<file path="src/rtl/sr_ff_bank.sv">
// sr_ff_bank: a bank of independent SR flip-flops with a build-time policy for
// the S=R=1 conflict. Alongside the channel states it keeps a registered
// population count, a nonzero flag, a one-cycle rising-edge interrupt, and the
// index of the first channel to rise since the bank was last all-zero.
module sr_ff_bank #(
  parameter int WIDTH = 8,
  parameter int MODE  = 0,
  parameter int IW    = $clog2(WIDTH),
  parameter int CW    = $clog2(WIDTH + 1)
) (
  input  logic             clk,
  input  logic             reset,
  input  logic             en,
  input  logic [WIDTH-1:0] s,
  input  logic [WIDTH-1:0] r,
  output logic [WIDTH-1:0] Q,
  output logic [CW-1:0]    cnt,
  output logic             any_set,
  output logic [IW-1:0]    first_idx,
  output logic             first_valid,
  output logic             irq
);

  // Conflict policy applied when a channel sees s=1 and r=1 together.
  typedef enum logic [1:0] {
    CONFLICT_HOLD   = 2'd0,
    CONFLICT_SET    = 2'd1,
    CONFLICT_RESET  = 2'd2,
    CONFLICT_TOGGLE = 2'd3
  } conflict_e;

  localparam logic [1:0] MODE_BITS = MODE[1:0];
  localparam conflict_e  POLICY    = conflict_e'(MODE_BITS);

  logic [WIDTH-1:0] q_next;    // channel states after this edge
  logic [WIDTH-1:0] rise;      // channels going 0->1 on this edge
  logic [IW-1:0]    rise_idx;  // lowest index among rising channels
  logic             rise_any;

  // Number of ones in a channel vector; the result width holds WIDTH itself,
  // so an all-ones bank reports WIDTH rather than wrapping to zero.
  function automatic logic [CW-1:0] popcount(input logic [WIDTH-1:0] v);
    logic [CW-1:0] n;
    n = '0;
    for (int i = 0; i < WIDTH; i++) begin
      n = n + CW'(v[i]);
    end
    return n;
  endfunction

  // Per-channel next state from the s/r request pair and the conflict policy.
  always_comb begin
    // NOTE: every combinational output is given a default before any branch,
    // so no path leaves it unassigned and no latch is inferred.
    q_next = Q;
    for (int i = 0; i < WIDTH; i++) begin
      case ({s[i], r[i]})
        2'b10:   q_next[i] = 1'b1;
        2'b01:   q_next[i] = 1'b0;
        2'b11: begin
          case (POLICY)
            CONFLICT_HOLD:   q_next[i] = Q[i];
            CONFLICT_SET:    q_next[i] = 1'b1;
            CONFLICT_RESET:  q_next[i] = 1'b0;
            CONFLICT_TOGGLE: q_next[i] = ~Q[i];
            default:         q_next[i] = Q[i];
          endcase
        end
        default: q_next[i] = Q[i];
      endcase
    end
  end

  // Rising-edge detect and lowest-index priority encode; scanning downward
  // lets the lowest rising channel overwrite any higher one.
  always_comb begin
    rise     = q_next & ~Q;
    rise_any = |rise;
    rise_idx = '0;
    for (int i = WIDTH - 1; i >= 0; i--) begin
      if (rise[i]) begin
        rise_idx = IW'(i);
      end
    end
  end

  // State registers: synchronous reset, then enable-gated update. Summary
  // outputs are derived from q_next so they always agree with Q.
  always_ff @(posedge clk) begin
    // NOTE: sequential state uses non-blocking assignments so every register
    // samples pre-edge values regardless of statement order.
    if (!reset) begin
      Q           <= '0;
      cnt         <= '0;
      any_set     <= 1'b0;
      first_idx   <= '0;
      first_valid <= 1'b0;
      irq         <= 1'b0;
    end else if (en) begin
      Q       <= q_next;
      cnt     <= popcount(q_next);
      any_set <= |q_next;
      irq     <= rise_any;
      if (q_next == '0) begin
        // Bank went idle: drop the captured index so the next rise re-arms.
        first_valid <= 1'b0;
        first_idx   <= '0;
      end else if (!first_valid && rise_any) begin
        first_valid <= 1'b1;
        first_idx   <= rise_idx;
      end
    end else begin
      // Frozen cycle: state holds, and the interrupt pulse must not stretch.
      irq <= 1'b0;
    end
  end

endmodule

</file>
<file path="config.mk">
export PLATFORM = sky130hd
export DESIGN_NAME = sr_ff_bank
export DESIGN_NICKNAME = d
export VERILOG_FILES = /design/src/rtl/sr_ff_bank.sv
export SDC_FILE = /design/constraint.sdc
export NUM_CORES = 1
export LEC_CHECK = 0
export ABC_AREA = 1
export BUFFER_PORTS_ARGS = -buffer_cell sky130_fd_sc_hd__buf_2
export CAP_MARGIN = 25
export CORE_MARGIN = 1.5
export CORE_UTILIZATION = 50
export CTS_CLUSTER_SIZE = 20
export DETAILED_ROUTE_END_ITERATION = 16
export GPL_ROUTABILITY_DRIVEN = 0
export GPL_TIMING_DRIVEN = 0
export PLACE_DENSITY = 0.77
export SLEW_MARGIN = 20
export SYNTH_ARGS = -nofsm -noshare
export SYNTH_HDL_FRONTEND = slang
export SYNTH_SLANG_ARGS = --single-unit
</file>
<file path="constraint.sdc">
create_clock -name clk -period 5.8 [get_ports clk]
set_clock_uncertainty 0.15 [all_clocks]
set_input_delay 1.16 -clock clk [delete_from_list [all_inputs] [get_ports clk]]
set_output_delay 1.16 -clock clk [all_outputs]
set_load 0.01 [all_outputs]
</file>
==> run metrics <==
status completed; clock-pin slew on the worst setup and hold paths 0.11 ns; post_cts resized 0; Remaining DRCs 0; Min-Delay Path Class reg -> reg; Worst-Margin Slew 0.422 ns; die height 54.8 microns; clk buf depth 2; Total Wirelength 2.62 mm; die width 54.8 microns; initial antenna violation count 0; Mapped Area 1340 sq um; synthesized netlist cell count 186; Tmin final 4.35 ns; share of layout cells above drive strength 1 34.5%; Die Footprint 3010 sq um; first-pass GRT wire length 4.36 mm; Ports 37; gr usage total 20.1%; drt first-iter violations 21; Buffers on Ports 36; Synth Area in Simple Gates 29.1%; Synth top area share 26.8%; hold buffer count at cts 0; Synth Register Bits 18; adder-cell area share of the yosys netlist 17.1%; Clk Latency, worst-skew pair 0.29 ns; Cells after DPL 252; vias in the first global route 1129; hold path start first_idx[0]; Worst EP required 5.85 ns; syn_area_per_cell 7.22 sq um; largest net degree at the start of global routing 11; WL/cell 10.2 microns; post-route ant nets 0; core area 2500 sq um; largest fanout on the critical path 3; Final Slew Violations 0; final instance count without filler cells 256; Worst EP arrival 4.40 ns; Ant. Diodes 0; cell leakage power 0.934 nW; H-tree levels 1; multiplexer area fraction after synthesis 0%; largest family of logic cells by synthesized area simple AND/OR/NAND/NOR gates; Synthesized Nets 221; endpoint class of the critical path flop; Max VDD drop 0.183 mV; count of cell types in the netlist 25; Yosys warnings 0; drt first pass iters 4; largest cells by area after synthesis dfxtp_1, ha_1, inv_1; # nets final 262; clk sinks 18; dpl ws 1.13 ns; final setup TNS 0 ns; Final Setup Violations 0; post-route clock period utilization 75.1%; worst r2r src Q[0]; Via Count 1226; Compound-Gate Fraction of Synth Area 11.7%; critical path class in -> reg; Worst Slack Setup Final 1.45 ns; Overflow after GRT 0; final hold vios 0; sequential share of the synthesized area 26.8%; post-CTS setup buffers 0; Synth area leader dfxtp_1; Max Cap Viol 0; CTS tree done; XOR/XNOR Fraction of Synth Area 0.652%; Core Util, Final 63.9%; filler instances 249; Layout area overhead 18.9%; pwr dens 222 nW/um^2; Fmax 230 MHz; Setup crit start r[0]; row count 18; Vias/cell 4.79; RSZ-0062 raised after global routing no; Root Buffer Master clkbuf_4; CP startpoint kind primary input; dpl hpwl 2.14 mm; Initial Util 53.8%; CTS Buf Count 3; slew margin rel. 71.9%
[path summary, 6_finish.rpt]
kind / endpoint / slack [ns] / cells after the start
worst max-delay path: cnt[2] / 1.45 / 16
worst max register to register: cnt[2] / 2.32 / 13
worst min-delay path: first_idx[0] / 0.32 / 2
worst min register to register: first_idx[0] / 0.32 / 2
[power breakdown]
part / leakage, nW / switching, W / internal, W / total [W]
registers: 0.148 / 0.00000598 / 0.000135 / 0.000141
logic: 0.765 / 0.0000802 / 0.0000552 / 0.000135
clock network: 0.0210 / 0.0000406 / 0.0000382 / 0.0000788
[cell families after synthesis]
| group | after synthesis |
|---|---|
| simple gates | 72 |
| buf+inv | 51 |
| compound gates | 28 |
| flops | 18 |
| fa+ha+maj | 16 |
| xor+xnor | 1 |
[cells in the mapped netlist, drive strengths merged]
cell type / instances
xnor2: 1
ha: 12
inv: 48
nand3: 12
buf: 2
nand2: 43
o211ai: 2
and2: 1
a21oi: 13
nor2: 14
fa: 4
clkbuf: 1
a31oi: 1
dfxtp: 18
nand3b: 1
o21ai: 12
nor3: 1
[area by class of cell]
class	count	area [sq um]	area share, %
Sequential cell	18	360	22.6
Inverter	48	180	11.3
Timing Repair Buffer	36	180	11.3
Buffer	3	16.3	1.02
Multi-Input combinational cell	117	787	49.3
Clock buffer	4	36.3	2.27
Tap cell	30	37.5	2.35
[flip-flops by register name, summed over array words and instances (netlist names)]
name,flops
first_valid,1
cnt,4
irq,1
any_set,1
first_idx,3
Q,8
[per-stage QoR]
step	hold slack [ns]	cell area [sq um]	power [W]
after floorplan	0.340	1340	0.000243
after global placement	0.304	1560	0.000276
after detailed placement	0.310	1560	0.000280
after CTS	0.328	1600	0.000360
after global routing	0.347	1600	0.000384
final	0.323	1600	0.000355
[worst max-delay path, stage by stage]
cell	delay, ns
buf_2	0.07
inv_1	0.03
ha_1	0.27
inv_2	0.04
o21ai_0	0.20
inv_1	0.12
fa_1	0.52
fa_1	0.52
fa_1	0.48
inv_1	0.07
ha_1	0.16
inv_1	0.05
fa_1	0.37
xnor2_1	0.13
o21ai_0	0.15
inv_1	0.06
[layer usage]
layer | track usage, % | up-vias | wire length [microns]
li1 | - | 648 | -
met1 | 24.7 | 545 | 1210
met2 | 35.7 | 33 | 1270
met3 | 3.28 | 0 | 146
met4 | 5.83 | 0 | 0
met5 | 0 | - | 0
[cells in the final DEF, fill, tap and decap left out, types with 4 or more instances in the layout]
master	netlist	routed
inv_2	10	10
nand2_1	33	33
ha_1	12	12
inv_1	38	38
nand3_2	8	8
dfxtp_1	18	18
o21ai_0	12	12
a21oi_1	10	10
fa_1	4	4
nand3_1	4	4
nand2_2	9	9
buf_2	1	37
nor2_1	10	10
No activity file was read; power rests on OpenSTA's default activity.
